$ cat src/rtl/baccarat_match_controller.sv
// Match-level scheduler for the baccarat hand FSM: restarts each hand, scores the
// finished hand from the win lights, tallies a fixed-length match and manages shoe reshuffles.
module baccarat_match_controller #(
  parameter int HANDS_PER_MATCH  = 9,
  parameter int SHOE_CARDS       = 52,
  parameter int RESHUFFLE_MARGIN = 6,
  parameter int HAND_TIMEOUT     = 64,
  parameter int CNT_W            = 8,
  localparam int CL_W            = $clog2(SHOE_CARDS + 1)
) (
  input  logic             slow_clock,
  input  logic             reset,
  input  logic             start,
  input  logic             next_hand,
  input  logic             hand_done,
  input  logic             player_win_light,
  input  logic             dealer_win_light,
  input  logic [2:0]       cards_used,
  input  logic             shuffle_ack,
  output logic             hand_resetb,
  output logic             shuffle_req,
  output logic [CNT_W-1:0] player_wins,
  output logic [CNT_W-1:0] dealer_wins,
  output logic [CNT_W-1:0] ties,
  output logic [CNT_W-1:0] hand_count,
  output logic [CL_W-1:0]  cards_left,
  output logic             match_over,
  output logic [1:0]       match_winner,
  output logic             fault
);

  localparam int TMO_W = $clog2(HAND_TIMEOUT + 1);

  typedef enum logic [2:0] {
    S_IDLE       = 3'd0,
    S_SHUFFLE    = 3'd1,
    S_HAND_RESET = 3'd2,
    S_HAND_RUN   = 3'd3,
    S_SCORE      = 3'd4,
    S_WAIT_NEXT  = 3'd5,
    S_MATCH_OVER = 3'd6
  } state_t;

  state_t           state_q, state_d;
  logic [CNT_W-1:0] pw_q, pw_d, dw_q, dw_d, ties_q, ties_d, hc_q, hc_d;
  logic [CL_W-1:0]  cl_q, cl_d;
  logic [TMO_W-1:0] tmo_q, tmo_d;
  logic             fault_q, fault_d;
  logic             lp_q, lp_d, ld_q, ld_d;
  logic [2:0]       cu_q, cu_d;
  logic             hand_resetb_q, hand_resetb_d;
  logic             shuffle_req_q, shuffle_req_d;
  logic             match_over_q, match_over_d;
  logic [1:0]       winner_q, winner_d;
  logic             legal_s;

  function automatic logic [CNT_W-1:0] sat_inc(input logic [CNT_W-1:0] v);
    return (v == {CNT_W{1'b1}}) ? v : v + {{(CNT_W-1){1'b0}}, 1'b1};
  endfunction

  function automatic logic [CL_W-1:0] sat_sub(input logic [CL_W-1:0] a, input logic [2:0] b);
    logic [CL_W-1:0] bw;
    bw = CL_W'(b);
    return (a > bw) ? a - bw : {CL_W{1'b0}};
  endfunction

  // Next-state, counter and registered-output computation
  always_comb begin
    state_d  = state_q;
    pw_d     = pw_q;
    dw_d     = dw_q;
    ties_d   = ties_q;
    hc_d     = hc_q;
    cl_d     = cl_q;
    tmo_d    = tmo_q;
    fault_d  = fault_q;
    lp_d     = lp_q;
    ld_d     = ld_q;
    cu_d     = cu_q;
    legal_s  = (lp_q | ld_q) && (cu_q >= 3'd4) && (cu_q <= 3'd6);
    case (state_q)
      S_IDLE, S_MATCH_OVER: begin
        if (start) begin
          pw_d    = {CNT_W{1'b0}};
          dw_d    = {CNT_W{1'b0}};
          ties_d  = {CNT_W{1'b0}};
          hc_d    = {CNT_W{1'b0}};
          fault_d = 1'b0;
          state_d = S_SHUFFLE;
        end else begin
          state_d = state_q;
        end
      end
      S_SHUFFLE: begin
        if (shuffle_ack) begin
          cl_d    = CL_W'(SHOE_CARDS);
          state_d = S_HAND_RESET;
        end else begin
          state_d = S_SHUFFLE;
        end
      end
      S_HAND_RESET: begin
        tmo_d   = {TMO_W{1'b0}};
        state_d = S_HAND_RUN;
      end
      S_HAND_RUN: begin
        if (hand_done) begin
          lp_d    = player_win_light;
          ld_d    = dealer_win_light;
          cu_d    = cards_used;
          state_d = S_SCORE;
        end else if (tmo_q == TMO_W'(HAND_TIMEOUT - 1)) begin
          fault_d = 1'b1;
          state_d = S_IDLE;
        end else begin
          tmo_d = tmo_q + {{(TMO_W-1){1'b0}}, 1'b1};
        end
      end
      S_SCORE: begin
        if (!legal_s) begin
          fault_d = 1'b1;
          state_d = S_IDLE;
        end else begin
          if (lp_q && !ld_q) begin
            pw_d = sat_inc(pw_q);
          end else if (ld_q && !lp_q) begin
            dw_d = sat_inc(dw_q);
          end else begin
            ties_d = sat_inc(ties_q);
          end
          hc_d    = sat_inc(hc_q);
          cl_d    = sat_sub(cl_q, cu_q);
          state_d = (hc_d == CNT_W'(HANDS_PER_MATCH)) ? S_MATCH_OVER : S_WAIT_NEXT;
        end
      end
      S_WAIT_NEXT: begin
        if (next_hand) begin
          state_d = (cl_q < CL_W'(RESHUFFLE_MARGIN)) ? S_SHUFFLE : S_HAND_RESET;
        end else begin
          state_d = S_WAIT_NEXT;
        end
      end
      default: state_d = S_IDLE;
    endcase

    // Outputs are decoded from the next state so they change together with it
    hand_resetb_d = (state_d == S_HAND_RUN) || (state_d == S_SCORE) ||
                    (state_d == S_WAIT_NEXT) || (state_d == S_MATCH_OVER);
    shuffle_req_d = (state_d == S_SHUFFLE);
    match_over_d  = (state_d == S_MATCH_OVER);
    if (state_d == S_MATCH_OVER) begin
      winner_d = (pw_d > dw_d) ? 2'b01 : ((dw_d > pw_d) ? 2'b10 : 2'b11);
    end else begin
      winner_d = 2'b00;
    end
  end

  // State and output registers with synchronous reset
  always_ff @(posedge slow_clock) begin
    if (reset) begin
      state_q       <= S_IDLE;
      pw_q          <= {CNT_W{1'b0}};
      dw_q          <= {CNT_W{1'b0}};
      ties_q        <= {CNT_W{1'b0}};
      hc_q          <= {CNT_W{1'b0}};
      cl_q          <= {CL_W{1'b0}};
      tmo_q         <= {TMO_W{1'b0}};
      fault_q       <= 1'b0;
      lp_q          <= 1'b0;
      ld_q          <= 1'b0;
      cu_q          <= 3'd0;
      hand_resetb_q <= 1'b0;
      shuffle_req_q <= 1'b0;
      match_over_q  <= 1'b0;
      winner_q      <= 2'b00;
    end else begin
      state_q       <= state_d;
      pw_q          <= pw_d;
      dw_q          <= dw_d;
      ties_q        <= ties_d;
      hc_q          <= hc_d;
      cl_q          <= cl_d;
      tmo_q         <= tmo_d;
      fault_q       <= fault_d;
      lp_q          <= lp_d;
      ld_q          <= ld_d;
      cu_q          <= cu_d;
      hand_resetb_q <= hand_resetb_d;
      shuffle_req_q <= shuffle_req_d;
      match_over_q  <= match_over_d;
      winner_q      <= winner_d;
    end
  end

  assign hand_resetb  = hand_resetb_q;
  assign shuffle_req  = shuffle_req_q;
  assign player_wins  = pw_q;
  assign dealer_wins  = dw_q;
  assign ties         = ties_q;
  assign hand_count   = hc_q;
  assign cards_left   = cl_q;
  assign match_over   = match_over_q;
  assign match_winner = winner_q;
  assign fault        = fault_q;

endmodule

$ cat config.mk
export PLATFORM = sky130hd
export DESIGN_NAME = baccarat_match_controller
export DESIGN_NICKNAME = d
export VERILOG_FILES = /design/src/rtl/baccarat_match_controller.sv
export SDC_FILE = /design/constraint.sdc
export NUM_CORES = 1
export LEC_CHECK = 0
export CORE_ASPECT_RATIO = 0.6
export CORE_MARGIN = 2
export CORE_UTILIZATION = 54
export CTS_BUF_LIST = sky130_fd_sc_hd__clkbuf_8 sky130_fd_sc_hd__clkbuf_16
export DETAILED_ROUTE_END_ITERATION = 6
export GPL_ROUTABILITY_DRIVEN = 0
export PLACE_DENSITY = 0.8
export SYNTH_ARGS = -nofsm -noshare
export SYNTH_HDL_FRONTEND = slang
export SYNTH_SLANG_ARGS = --single-unit
$ cat constraint.sdc
create_clock -name slow_clock -period 3.54 [get_ports slow_clock]
set_clock_uncertainty 0.15 [all_clocks]
set_input_delay 0.708 -clock slow_clock [delete_from_list [all_inputs] [get_ports slow_clock]]
set_output_delay 0.708 -clock slow_clock [all_outputs]
set_load 0.02 [all_outputs]
---- Word level (Yosys, flattened, before mapping) ----
Cells that the tools add are included.
storage, ports and cells
  flip-flop bits (word level) ............. 59
  bits in latches ......................... 0
  memory bits (writable) .................. 0
  bits in read-only memories .............. 0
  bits of input ports ..................... 11
  output and inout bits ................... 44
  word-level logic and storage cells ...... 123
  memories ................................ 0
operators by class
  add/sub/neg operators ................... 6
  $mul .................................... 0
  divide/modulo/power cells ............... 0
  magnitude comparators ................... 6
  equal/unequal tests ..................... 27
  shift operators ......................... 0
  mux-type cells .......................... 43
  bitwise gates (word level) .............. 2
  reductions and logical operators ........ 23
operators by type and width
  cell                                                                           count
  8-bit two-way mux                                                              16
  8-bit case mux with 2 select lines                                             4
  8-bit by 1-bit adder with 8-bit output (second input constant)                 4
  8-bit == test (second input constant)                                          4
  2-bit inequality test (second input constant)                                  10
  3-bit == test (second input constant)                                          6
  6-bit two-way mux                                                              3
  3-bit case mux with 6 select lines                                             1
  8-bit greater-than comparator                                                  2
  3-bit two-way mux                                                              5
  7-bit two-way mux                                                              2
  7-bit case mux with 2 select lines                                             1
  6-bit case mux with 2 select lines                                             1
  3-bit by 2-bit == test with 1-bit output (second input constant)               3
  3-bit AND reduction                                                            3
  8-bit by 4-bit == test with 1-bit output (second input constant)               1
  7-bit by 1-bit adder with 7-bit output (second input constant)                 1
  7-bit by 6-bit == test with 1-bit output (second input constant)               1
  3-bit by 1-bit == test with 1-bit output (second input constant)               2
  6-bit by 3-bit greater-than comparator with 1-bit output                       1
  6-bit by 3-bit less-than comparator with 1-bit output (second input constant)  1
  1-bit two-way mux                                                              6
  2-bit two-way mux                                                              3
  6-bit AND reduction                                                            1
  16 further kinds                                                               25

---- Logic depth before layout (Yosys ltp) ----
Gate-level depths: netlist (run 1).
  depth after elaboration ................. 10
  gate-level depth with buffers ........... 13
  mapped depth without buffers ............ 12

---- Least setup slack after synthesis (run 1) ----
No wires, ideal clock.
  path type ............................... register to register
  from .................................... register pw_q[0], in the netlist player_wins[0]
  to ...................................... register winner_q[0], in the netlist match_winner[0]
  setup time .............................. 0.058 ns
  data arrival time ....................... 2.820 ns
  required time ........................... 3.332 ns
  slack ................................... 0.512 ns
  cell stages (with the launch flop) ...... 14
  path buffers ............................ 1
  period minus slack after synthesis ...... 3.028 ns
  cell sequence ........................... dfxtp_1 > ha_1 > nand3_1 > or3_1 > clkbuf_1 > nand2_1 > a21oi_1 > a2bb2oi_1 > ha_1 > nor2b_1 > o211ai_1 > a21oi_1 > a211oi_1 > o21a_1
between the ends
  longest elaborated chain between the ends .. 8
  elaborated cells between the ends (all ways) .. 11
  those cells by class .................... 1 x add/sub; 2 x order compare; 1 x eq/ne; 7 x mux
RTL lines
  item                                                                            RTL line  RTL
  start, declared                                                                 45        logic [CNT_W-1:0] pw_q, pw_d, dw_q, dw_d, ties_q, ties_d, hc_q, hc_d;
  start signal, assigned                                                          162       pw_q <= {CNT_W{1'b0}};
  start signal, assigned                                                          178       pw_q <= pw_d;
  8-bit by 1-bit adder with 8-bit output / 8-bit == test (equally long branches)  58        return (v == {CNT_W{1'b1}}) ? v : v + {{(CNT_W-1){1'b0}}, 1'b1};
  8-bit two-way mux                                                               58
  8-bit two-way mux                                                               124       if (lp_q && !ld_q) begin
  8-bit two-way mux                                                               120       if (!legal_s) begin
  8-bit case mux with 2 select lines (*)                                          81        case (state_q)
  8-bit greater-than comparator                                                   152       winner_d = (pw_d > dw_d) ? 2'b01 : ((dw_d > pw_d) ? 2'b10 : 2'b11);
  1-bit two-way mux                                                               152
  1-bit two-way mux (*)                                                           152
  end signal, assigned                                                            191       winner_q <= winner_d;
  end, declared                                                                   54        logic [1:0] winner_q, winner_d;
Every way passes the cells marked *; elsewhere a longest branch is shown, timed or not.
A chain may end at the register's enable or synchronous reset.

---- Worst setup path in the final report (run 1) ----
  from .................................... register cu_q[2]
  to ...................................... register winner_q[0], in the netlist match_winner[0]
between the ends
  longest elaborated chain between the ends .. 8
  elaborated cells between the ends (all ways) .. 17
  those cells by class .................... 4 x order compare; 1 x eq/ne; 8 x mux; 1 x bitwise; 3 x reduce/logical
RTL lines
  item                                    RTL line  RTL
  start, declared                         50        logic [2:0] cu_q, cu_d;
  start signal, assigned                  187       cu_q <= cu_d;
  3-bit >= comparator                     80        legal_s = (lp_q | ld_q) && (cu_q >= 3'd4) && (cu_q <= 3'd6);
  1-bit logical AND                       80
  1-bit logical AND (*)                   80
  8-bit two-way mux (*)                   120
  8-bit case mux with 2 select lines (*)  81
  net dw_d[5]                             45
  8-bit greater-than comparator           152
  1-bit two-way mux                       152
  1-bit two-way mux (*)                   152
The timed path passes the listed nets; every way through them passes the cells marked *.

==> metrics.txt, run 1 <==
Final setup viols 0; number of DRC markers in iteration 0 403; Crit path required time 3670 ps; min Tclk post-route 3395 ps; Synth cell types 66; max cap viols 0; CTS tree built; worst setup path category reg2reg; IO Count 55; RSZ-0062 raised after global routing false; largest net degree at the start of global routing 38; CP Max Fanout 6; Die W 107.8 um; count leader, synth dfxtp_1; setup slack after layout 145.0 ps; post-cts resize count 0; Seq pwr share 40.9%; first-pass GRT wire length 16970 um; fin cells 590; Arr. time, crit path 3520 ps; Post-Synth Simple-Gate Area 26.51%; clk buf depth 2; FF+latch count, synth 59; Slew @ Worst Pin 932.2 ps; routed via count 3764; Core ar. 6193 um2; vias in the first global route 3431; grt total ovfl 0; outcome finished clean; Fin. Hold Viols 0; Synth Net Count 466; register area 1181 um2; Synth Area in Adders 6.664%; Max Clk Rate 294.6 MHz; Peak VDD IR 0.2684 mV; Area Overhead vs Synth 28.23%; critical path startpoint category flip-flop; initial cell density of the core 56.38%; multi-input logic area 2168 um2; internal power 1274 uW; Post-Route WL 10440 um; Synth Area in XOR/XNOR 2.006%; Post-synth top cells dfxtp_1, nor2_1, nand2_1, a21oi_1, nand3_1; dpl cells 574; cells after synthesis 437; total CTS buffers 9; initial antenna violation count 0; drc violations 0; global-route usage over all layers 30.64%; Pleak 0.001647 uW; Die Y 66.29 um; Hold WC Path Type reg2reg; Design Power 1675 uW; CTS Sinks 59; Post-Route Setup TNS 0 ps; syn avg cell area 7.991 um2; Ant. Diodes 0; Slew headroom 36.25%; Hold Slack 355.5 ps; antenna viol nets, final 0; Vias/cell 6.380; Detailed Place HPWL 7495 um; sw frac 23.95%; compound-gate portion of the synthesized area 24.44%; die area 7147 um2; post-synthesis cell area 3492 um2; synth warn 0; fraction of registers with async set/reset 0%; largest family of logic cells by synthesized area simple AND/OR/NAND/NOR gates; largest area contributor in the netlist dfxtp_1; register area share after synthesis 33.82%; PortBufs 54; Pwr Density 374.0 nW/um2; Sw Pwr 401.2 uW; Post-synth EDFFs 0; Clock Power Share 48.0%; Clock Pin Slew Worst Setup and Hold Paths 70 ps; wire length per cell 17.70 um; ranking of synthesized cells by area dfxtp_1, ha_1, a21oi_1, nor2_1, nand2_1; clk_lat worst skew 340 ps; period utilization 95.90%; dominant synthesized flop cell dfxtp_1; mux contribution to synthesized area 2.329%; 1st-pass router iterations 6; fillcell total 479; FP Rows 22; area share of the largest cell type after synthesis 33.82%; Final Max Tran Viols 0; dpl ws 80.40 ps; Crit. End Element flip-flop; CTS H-tree depth 3; combinational cell fraction of total power 11.2%; CTS root buffer clkbuf_8; Final #Nets 530; cts hold-fix bufs 0; postcts setup bufs 0; layout cells sized above 1 9.289%
-- critical path, stage by stage (launching register included) --
cell,delay (ps)
dfxtp_1,400
a21bo_4,280
or3_4,370
or4_4,550
o21ba_1,210
a31oi_1,230
ha_1,300
a21o_1,170
a21o_1,170
a211oi_1,300
o21a_1,190
-- cells in the final DEF, fill, tap and decap left out, types with 3 or more instances in the layout --
cell type / instances
inv_1: 17
a21o_1: 9
nor4_1: 6
nand2b_1: 5
dfxtp_1: 59
o21ai_0: 19
nor2_1: 41
or3_1: 15
nand3b_1: 4
bufinv_16: 3
nand4_1: 8
a31oi_1: 14
nand3_1: 23
nor3_1: 19
a21boi_0: 3
xnor2_1: 5
o41ai_1: 4
nand2_1: 36
o211ai_1: 4
nand4b_1: 3
buf_4: 18
clkdlybuf4s50_1: 54
mux2i_1: 7
ha_1: 17
a211oi_1: 4
a41o_1: 4
o31ai_1: 3
a21oi_1: 32
clkbuf_8: 12
xor2_1: 3
and2_1: 3
nor2b_1: 5
-- power by group through the flow --
stage               registers [uW]  logic [uW]  clock network, uW
floorplan                      707        93.2                  0
global route                   685         198                842
CTS                            684         182                807
detailed placement             699         181                  0
finish                         685         187                803
global placement               698         173                  0
-- sequential cells by signal (all words and copies together), names as in the netlist --
name,count
hand_count,8
fault,1
player_wins,8
ties,8
match_winner,2
state_q,3
ld_q,1
cu_q,3
shuffle_req,1
match_over,1
hand_resetb,1
tmo_q,7
cards_left,6
dealer_wins,8
lp_q,1
-- cells by family (layout without fill, tap and decap cells) --
logic type / Yosys count / in the layout
flip-flops: 59 / 59
AO/OA/AOI/OAI: 124 / 124
buffers and inverters: 38 / 107
AND/OR/NAND/NOR: 182 / 182
adder cells (fa/ha/maj): 18 / 18
XOR/XNOR: 8 / 8
multiplexers: 8 / 8
-- routing by layer --
| layer | track usage [%] | vias to the layer above | routed length (um) |
|---|---|---|---|
| met1 | 43.71 | 1742 | 4859 |
| met5 | 0 | - | 0 |
| met2 | 45.28 | 231 | 4307 |
| li1 | - | 1764 | - |
| met3 | 7.389 | 27 | 1094 |
| met4 | 9.776 | 0 | 182 |
-- worst paths after layout --
path / start / end / slack, ps / cells past startpoint
setup / recovery: cu_q[2] / match_winner[0] / 140 / 10
hold reg to reg: ties[5] / ties[5] / 360 / 2
hold / removal: ties[5] / ties[5] / 360 / 2
setup reg to reg: cu_q[2] / match_winner[0] / 140 / 10
-- through the flow --
step                      util [%]  instance area [um2]
after global routing         72.30                 4478
after floorplan                  -                 3492
after detailed placement     68.02                 4213
after CTS                    72.22                 4473
final                        72.30                 4478
after global placement       68.02                 4213
-- layout make-up --
cell class | instances | area share (%)
inverter | 18 | 1.509
clock inverter | 4 | 2.124
multi-input combinational | 340 | 48.42
clock buffer | 12 | 3.688
sequential | 59 | 26.38
timing repair buffer | 73 | 15.54
tap | 84 | 2.347
(Power assumes the default switching activity.)
==> run 2, diff against run 1 <==
CTS_CLUSTER_SIZE = 20   (was default)
==> results of run 2 <==
The final DEF is identical to that of run 1; final timing and power are the same.
==> run 3, diff against run 2 <==
CORE_UTILIZATION = 49   (was 54)
PLACE_DENSITY = 0.77   (was 0.8)
clock period = 3.1 ns   (was 3.54 ns; I/O delays follow)
==> metrics.txt, run 3 (synthesized netlist as in run 1, its figures left out) <==
outcome complete, but fails checks (was finished clean); failing checks DRC; Core ar. 6792 um2 (was 6193 um2); CTS H-tree depth 3 (unchanged); largest net degree at the start of global routing 38 (unchanged); cell repeated most along the worst path a21o_1 (unchanged); Pleak 0.001772 uW (was 0.001647 uW); Peak VDD IR 0.2925 mV (was 0.2684 mV); Design Power 1885 uW (was 1675 uW); worst setup path category reg2reg (unchanged); antenna viol nets, final 0 (unchanged); clk_lat worst skew 330 ps (was 340 ps); Final #Nets 554 (was 530); Post-Route WL 11000 um (was 10440 um); CP Cell Sequence a21bo_4, or3_4, or4_4, o21ba_2, a31oi_4, ha_4, a21o_1, a21o_1, a211oi_2, o21a_1 (was a21bo_4, or3_4, or4_4, o21ba_1, a31oi_1, ha_1, a21o_1, a21o_1, a211oi_1, o21a_1); Pwr Density 401.9 nW/um2 (was 374.0 nW/um2); Hold WC Path Type reg2reg (unchanged); period utilization 97.55% (was 95.90%); final instance area 4691 um2 (was 4478 um2); Critical Path Slowest Stage Cell or4_4 (unchanged); Detailed Place HPWL 7952 um (was 7495 um); Area Overhead vs Synth 34.32% (was 28.23%); most common cell after layout, fill and taps aside dfxtp_1 (unchanged); grt total ovfl 0 (unchanged); Final setup viols 0 (unchanged); initial cell density of the core 51.42% (was 56.38%); drc violations 3 (was 0); max cap viols 0 (unchanged); Max stage delay on crit path 550 ps (about the same); postcts setup bufs 0 (unchanged); total CTS buffers 9 (unchanged); CP Max Fanout 2 (was 6); CTS Sinks 59 (unchanged); vias in the first global route 3624 (was 3431); wire length per cell 17.86 um (was 17.70 um); Clock Pin Slew Worst Setup and Hold Paths 50 ps (was 70 ps); Die W 113.0 um (was 107.8 um); Slew @ Worst Pin 728.4 ps (was 932.2 ps); global-route usage over all layers 28.84% (was 30.64%); hold path cells 2 (unchanged); first-pass GRT wire length 17960 um (was 16970 um); Crit path required time 3230 ps (was 3670 ps); initial antenna violation count 0 (unchanged); Fin. Hold Viols 0 (unchanged); Slew headroom 50.80% (was 36.25%); Crit. End Element flip-flop (unchanged); FP Rows 23 (was 22); R2R depth 10 (unchanged); Arr. time, crit path 3150 ps (was 3520 ps); RSZ-0062 raised after global routing false (unchanged); Die Y 69.39 um (was 66.29 um); PortBufs 54 (unchanged); layout cells sized above 1 13.99% (was 9.289%); most frequent cells in the layout dfxtp_1, clkdlybuf4s50_1, buf_4 (was dfxtp_1, clkdlybuf4s50_1, nor2_1); CTS tree built (unchanged); Ant. Diodes 0 (unchanged); IO Count 55 (unchanged); 1st-pass router iterations 7 (was 6); Final Max Tran Viols 0 (unchanged); Max Clk Rate 330.7 MHz (was 294.6 MHz); cts hold-fix bufs 0 (unchanged); Vias/cell 6.310 (was 6.380); clk buf depth 2 (unchanged); number of DRC markers in iteration 0 423 (was 403); Post-DP Area 4384 um2 (was 4213 um2); CTS root buffer clkbuf_16 (was clkbuf_8); routed via count 3887 (was 3764); die area 7840 um2 (was 7147 um2); critical path startpoint category flip-flop (unchanged); min Tclk post-route 3024 ps (was 3395 ps)
run 3: final cells by class:
cell class | instances | area, um2
Inverter | 18 | 67.56
Clock inverter | 5 | 22.52
Sequential cell | 59 | 1181
Tap cell | 87 | 108.9
Clock buffer | 10 | 239.0
Timing Repair Buffer | 97 | 863.3
Fill cell | 563 | 2101
Multi-Input combinational cell | 340 | 2208
run 3: worst max-delay path, delay by kind of cell, from the launching register on:
kind | cells | cell delay, ps
AOI/OAI and AO/OA | 7 | 1380
and+or+nand+nor | 2 | 890
DFF | 1 | 320
adders and majority gates | 1 | 230
run 3: per-layer routing:
layer	up-vias	share of wire (%)	GRT usage [%]
li1	1803	-	-
met1	1802	45	40.88
met2	252	42	40.96
met3	30	11	8.304
met4	0	2.4	11.92
met5	-	0	0
run 3: worst paths after layout:
path,start,endpoint,slack [ps]
max reg2reg,cu_q[2],match_winner[0],80
max,cu_q[2],match_winner[0],80
min reg2reg,tmo_q[1],tmo_q[1],350
min,tmo_q[1],tmo_q[1],350
run 3: per-stage QoR:
step / setup WS, ps / std cells / util [%] / TNS (ps) / hold WS [ps]
after floorplan: 71.97 / 437 / - / 0 / 299.1
final: 76.04 / 616 / 69.07 / 0 / 345.1
after detailed placement: -290.0 / 601 / 64.55 / -562.7 / 315.0
after CTS: 31.50 / 616 / 68.57 / 0 / 350.1
after global placement: -153.6 / 601 / 64.55 / -286.2 / 305.6
after global routing: 13.52 / 616 / 69.07 / 0 / 367.6
run 3: repair_timing:
action | 4_1_cts | 5_1_grt
resized for setup | 2 | 7
gates cloned | 0 | 0
pin swaps | 0 | 2
setup endpoints to repair | 2 | 2
run 3: power breakdown:
group	leakage, uW	switching, uW	internal [uW]	total, uW
Combinational	0.00116	127	89.6	217
Clock	0.000140	337	546	884
Sequential	0.000476	13.2	772	785
